**config.mk**
```make
export PLATFORM = sky130hd
export DESIGN_NAME = rr_bus_arbiter4_flat
export DESIGN_NICKNAME = d
export VERILOG_FILES = /design/src/rtl/rr_bus_arbiter4_pkg.sv /design/src/rtl/rr_bus_arbiter4_if.sv /design/src/rtl/rr_bus_arbiter4_mux4to1.sv /design/src/rtl/rr_bus_arbiter4.sv /design/src/flat_wrapper.sv
export SDC_FILE = /design/constraint.sdc
export NUM_CORES = 1
export LEC_CHECK = 0
export ABC_AREA = 1
export CAP_MARGIN = 20
export CORE_MARGIN = 10
export CORE_UTILIZATION = 41
export CTS_CLUSTER_SIZE = 30
export DETAILED_ROUTE_END_ITERATION = 8
export PLACE_DENSITY = 0.82
export SLEW_MARGIN = 15
export SYNTH_ARGS = -nofsm -noshare
export SYNTH_HDL_FRONTEND = slang
export SYNTH_SLANG_ARGS = --single-unit
```
**constraint.sdc**
```tcl
create_clock -name clk -period 2.1 [get_ports clk]
set_input_delay 0.42 -clock clk [delete_from_list [all_inputs] [get_ports clk]]
set_output_delay 0.42 -clock clk [all_outputs]
set_load 0.01 [all_outputs]
```
**src/rtl/rr_bus_arbiter4_pkg.sv**
```systemverilog
// Shared types and constants for the four-way round-robin bus arbiter.
package rr_bus_arbiter4_pkg;

  typedef enum logic {
    IDLE  = 1'b0,
    GRANT = 1'b1
  } state_t;

  localparam int REQ_ALU = 0;
  localparam int REQ_LSU = 1;
  localparam int REQ_FWD = 2;
  localparam int REQ_IO  = 3;

  localparam int DEFAULT_DATA_W = 8;

endpackage

```
**src/rtl/rr_bus_arbiter4_if.sv**
```systemverilog
// Requester/consumer bus bundle seen by the arbiter; the slave side is the arbiter itself.
interface rr_bus_arbiter4_if
  import rr_bus_arbiter4_pkg::*;
#(
  parameter int DATA_W = DEFAULT_DATA_W
);

  logic [3:0]        req;
  logic [3:0]        last;
  logic [DATA_W-1:0] d0;
  logic [DATA_W-1:0] d1;
  logic [DATA_W-1:0] d2;
  logic [DATA_W-1:0] d3;
  logic              out_ready;
  logic [3:0]        gnt;
  logic [1:0]        sel;
  logic              busy;
  logic              out_valid;
  logic [DATA_W-1:0] out_data;
  logic              out_last;

  modport master (
    output req, last, d0, d1, d2, d3, out_ready,
    input  gnt, sel, busy, out_valid, out_data, out_last
  );

  modport slave (
    input  req, last, d0, d1, d2, d3, out_ready,
    output gnt, sel, busy, out_valid, out_data, out_last
  );

endinterface

```
**src/rtl/rr_bus_arbiter4_mux4to1.sv**
```systemverilog
// Byte-lane 4:1 mux shared by the write-back/bus stage.
module mux4to1 #(
  parameter int W = 8
) (
  input  logic [1:0]   sel,
  input  logic [W-1:0] d0,
  input  logic [W-1:0] d1,
  input  logic [W-1:0] d2,
  input  logic [W-1:0] d3,
  output logic [W-1:0] y
);

  always_comb begin
    y = d0;
    case (sel)
      2'd0: y = d0;
      2'd1: y = d1;
      2'd2: y = d2;
      2'd3: y = d3;
      default: y = d0;
    endcase
  end

endmodule

```
**src/rtl/rr_bus_arbiter4.sv**
```systemverilog
// Round-robin arbiter for four requesters sharing one bus path, with
// last-terminated bursts capped at MAX_BURST beats and a valid/ready consumer.
module rr_bus_arbiter4
  import rr_bus_arbiter4_pkg::*;
#(
  parameter int DATA_W    = DEFAULT_DATA_W,
  parameter int MAX_BURST = 4,
  parameter int CNT_W     = 2
) (
  input  logic               clk,
  input  logic               rst_n,
  rr_bus_arbiter4_if.slave   bus
);

  state_t           state;
  logic [3:0]       gnt;
  logic [1:0]       sel;
  logic             busy;
  logic [1:0]       ptr;
  logic [CNT_W-1:0] cnt;

  logic             out_valid;
  logic             out_last;
  logic             xfer;
  logic [1:0]       winner;

  // First set request bit scanning upward from the pointer, wrapping at 4.
  function automatic logic [1:0] rr_pick(input logic [3:0] r, input logic [1:0] p);
    logic [1:0] idx;
    logic       found;
    rr_pick = p;
    found   = 1'b0;
    idx     = p;
    for (int k = 0; k < 4; k++) begin
      idx = p + 2'(k);
      if (!found && r[idx]) begin
        rr_pick = idx;
        found   = 1'b1;
      end
    end
  endfunction

  assign winner    = rr_pick(bus.req, ptr);
  assign out_valid = busy & bus.req[sel];
  assign out_last  = busy & (bus.last[sel] | (cnt == CNT_W'(MAX_BURST - 1)));
  assign xfer      = out_valid & bus.out_ready;

  assign bus.gnt       = gnt;
  assign bus.sel       = sel;
  assign bus.busy      = busy;
  assign bus.out_valid = out_valid;
  assign bus.out_last  = out_last;

  mux4to1 #(.W(DATA_W)) u_mux (
    .sel (sel),
    .d0  (bus.d0),
    .d1  (bus.d1),
    .d2  (bus.d2),
    .d3  (bus.d3),
    .y   (bus.out_data)
  );

  always_ff @(posedge clk or negedge rst_n) begin
    if (!rst_n) begin
      state <= IDLE;
      gnt   <= 4'b0000;
      sel   <= 2'd0;
      busy  <= 1'b0;
      ptr   <= 2'd0;
      cnt   <= '0;
    end else begin
      case (state)
        IDLE: begin
          if (bus.req != 4'b0000) begin
            sel   <= winner;
            gnt   <= 4'b0001 << winner;
            busy  <= 1'b1;
            cnt   <= '0;
            state <= GRANT;
          end
        end
        GRANT: begin
          // An abandoned request releases even if the consumer is stalled.
          if (!bus.req[sel] || (xfer && out_last)) begin
            gnt   <= 4'b0000;
            busy  <= 1'b0;
            cnt   <= '0;
            ptr   <= sel + 2'd1;
            state <= IDLE;
          end else if (xfer) begin
            cnt <= cnt + 1'b1;
          end
        end
        default: begin
          state <= IDLE;
          gnt   <= 4'b0000;
          busy  <= 1'b0;
          cnt   <= '0;
        end
      endcase
    end
  end

endmodule

```
**src/flat_wrapper.sv**
```systemverilog
// flat-port wrapper written by rule: the top's interface ports become plain ports
module rr_bus_arbiter4_flat import rr_bus_arbiter4_pkg::*;
#(
  parameter int DATA_W    = DEFAULT_DATA_W,
  parameter int MAX_BURST = 4,
  parameter int CNT_W     = 2
)
  (clk, rst_n, bus_req, bus_last, bus_d0, bus_d1, bus_d2, bus_d3, bus_out_ready, bus_gnt, bus_sel, bus_busy, bus_out_valid, bus_out_data, bus_out_last);
  rr_bus_arbiter4_if #(.DATA_W(DATA_W)) bus_i ();
  input  logic clk;
  input  logic rst_n;
  input wire logic [$bits(bus_i.req)-1:0] bus_req;
  input wire logic [$bits(bus_i.last)-1:0] bus_last;
  input wire logic [$bits(bus_i.d0)-1:0] bus_d0;
  input wire logic [$bits(bus_i.d1)-1:0] bus_d1;
  input wire logic [$bits(bus_i.d2)-1:0] bus_d2;
  input wire logic [$bits(bus_i.d3)-1:0] bus_d3;
  input wire logic [$bits(bus_i.out_ready)-1:0] bus_out_ready;
  output wire logic [$bits(bus_i.gnt)-1:0] bus_gnt;
  output wire logic [$bits(bus_i.sel)-1:0] bus_sel;
  output wire logic [$bits(bus_i.busy)-1:0] bus_busy;
  output wire logic [$bits(bus_i.out_valid)-1:0] bus_out_valid;
  output wire logic [$bits(bus_i.out_data)-1:0] bus_out_data;
  output wire logic [$bits(bus_i.out_last)-1:0] bus_out_last;
  assign bus_i.req = bus_req;
  assign bus_i.last = bus_last;
  assign bus_i.d0 = bus_d0;
  assign bus_i.d1 = bus_d1;
  assign bus_i.d2 = bus_d2;
  assign bus_i.d3 = bus_d3;
  assign bus_i.out_ready = bus_out_ready;
  assign bus_gnt = bus_i.gnt;
  assign bus_sel = bus_i.sel;
  assign bus_busy = bus_i.busy;
  assign bus_out_valid = bus_i.out_valid;
  assign bus_out_data = bus_i.out_data;
  assign bus_out_last = bus_i.out_last;
  rr_bus_arbiter4 #(.DATA_W(DATA_W), .MAX_BURST(MAX_BURST), .CNT_W(CNT_W)) u_core (.clk(clk), .rst_n(rst_n), .bus(bus_i));
endmodule
```
==> metrics.txt <==
status complete, no violations; Cell Area, Synth between 1000 and 1500 um^2; Final nets 327; drt drc 0; antenna-violating nets left 0; ant diodes 0; reg2reg end u_core.ptr[1]; final setup fails 0; first-pass GRT wire length about 6.7 mm; Leak 1.05 nW; worst hold path type in -> async; Clock Latency Late Sink 0.28 ns; Worst EP arrival around 1.6 ns; gr ovfl total 0; Vias/cell between 4 and 5; sequential-to-total area share from yosys stat 0.233; fmax 487 MHz; max_slew headroom 0.665; Syn Area/Cell 6.29 um^2; skew final 0.000451 ns; die height 76.1 um; final worst slack 0.0475 ns; post-DP HPWL between 3 and 4 mm; row count 20; dpl ws -0.232 ns; register bit total from synthesis 12; Reg2Reg Depth 11; syn nets 253; most common cell after layout, fill and taps aside nand2_1; final hold vios 0; Max-Cap Viols 0; peak supply drop 0.986 mV; Layout Utilization 0.677; # hold bufs at CTS 0; slowest CP cell dfrtp_1; largest net degree at the start of global routing 17; initial antenna violation count 0; total wire length 4.07 mm; clock-pin slew on the worst setup and hold paths 0.07 ns; CTS Buffer Depth 2; CTS tree done; core footprint 3030 um^2; GR Util All Layers 0.134; Layout Area Growth over Synthesis 59.1%; CP Capture Type output pin; RSZ-0062 raised after global routing true; I/O Pins 60; final slew viol count 0; area of the die 5790 um^2; H-tree Lvls 1; share of layout cells above drive strength 1 0.245; Power Dens Cells 1440 nW/um^2; r2r startpoint u_core.bus.sel[0]; crit path kind reg -> out; port buffer count 59; Initial Util 0.426; WP data required 1.68 ns; slowest stage delay, CP 0.43 ns; critical path's most frequent cell buf_4; GP Congestion 0.856; synthesis warning total 0; worst-margin pin slew 0.501 ns; most frequent cells in the layout nand2_1 (85), clkdlybuf4s50_1 (49), nand3_1 (19), buf_4 (16), dfrtp_1 (11); via count of the routed design 1516; crit-path cells buf_4 -> buf_4 -> ha_4 -> buf_6 -> a21oi_2 -> o21ai_1 -> buf_2; fin crit share 0.977; r2r setup slk 0.24 ns; First-pass DRT Iterations 4; number of global-route vias before repair 1431; wire per inst roughly 13 um; CTS sink cnt 12; startpoint types flop; Buf/Inv on CP 4; CP delay by family, top buffers and inverters; synth unique cells 24; crit path max fanout 8; CTS root buf clkbuf_4; clock buffer count from CTS 3; Gate Count Post-Synth roughly 200; min Tclk post-route roughly 2 ns; DR iter-0 viols 90; Die X-Extent approximately 76 um
[per-layer routing]
| metal | vias to the layer above | share of wire | global-route usage |
|---|---|---|---|
| met4 | 0 | 0.010 | 0.0297 |
| li1 | 810 | - | - |
| met1 | 674 | 0.43 | 0.154 |
| met2 | 27 | 0.52 | 0.251 |
| met5 | - | 0 | 0 |
| met3 | 5 | 0.030 | 0.0189 |
[final cells by class]
class	instances	area, um^2
Fill cell	264	977
Multi-Input combinational cell	168	907
Timing Repair Buffer	77	683
Sequential cell	12	302
Inverter	17	67.6
Tap cell	44	55.1
Clock buffer	4	36.3
[state kept, by name, indices dropped and copies added (netlist names)]
register / cells
u_core.state: 1
u_core.bus.gnt: 4
u_core.ptr: 2
u_core.bus.busy: 1
u_core.bus.sel: 2
u_core.cnt: 2
[cell usage after synthesis]
cell	count	share of area
nand2_2	8	0.039
a21oi_1	11	0.043
nand2_4	5	0.044
inv_1	11	0.032
buf_6	2	0.017
buf_4	1	0.0058
nand3_1	19	0.074
nor2_4	1	0.0087
nand3_2	4	0.031
inv_2	4	0.012
ha_1	5	0.049
dfrtp_1	12	0.23
a41oi_1	1	0.0068
a22o_1	8	0.054
o21ai_1	3	0.012
buf_2	1	0.0039
nor2_2	2	0.0097
and2_1	1	0.0049
inv_4	1	0.0049
nor2_1	5	0.015
clkinv_2	1	0.0039
nand2_1	85	0.25
o21ai_0	10	0.039
clkbuf_1	4	0.012
[worst max path at each step]
stage,from,end,cells past startpoint
floorplan,u_core.bus.sel[0],bus_out_data[0],6
global placement,bus_req[3],bus_out_valid,7
detailed placement,bus_req[3],bus_out_valid,7
CTS,u_core.bus.sel[0],bus_out_data[1],7
global route,u_core.bus.sel[0],bus_out_data[1],7
finish,u_core.bus.sel[0],bus_out_data[4],7
[power by group]
part	internal, mW	leakage [nW]	switching [mW]
registers	0.335	0.148	0.120
logic	0.987	0.879	1.32
clock network	0.106	0.0210	0.0786
[cells by family after synthesis]
group                      after synthesis  synth area share
AOI/OAI and AO/OA                       33             0.154
adders and majority gates                5            0.0485
buffers and inverters                   25            0.0913
DFF                                     12             0.233
and+or+nand+nor                        130             0.473
[repair_timing]
action,CTS,global route
gates resized for setup,36,24
gates cloned,0,0
buffers inserted,1,3
hold endpoints to repair,0,0
pin swaps,0,2
setup endpoints to repair,10,10
[through the flow]
stage	power, mW	TNS (ns)	cells	hold WS (ns)	area, um^2
2_1_floorplan	1.92	0	205	0.124	1290
3_3_place_gp	2.73	-1.02	315	0.475	2000
3_5_place_dp	2.76	-1.08	315	0.480	2000
4_1_cts	2.85	-0.0561	320	0.490	2010
5_1_grt	3.26	-0.0735	322	0.502	2050
6_report	2.94	0	322	0.474	2050
No activity file was read; power rests on OpenSTA's default activity.
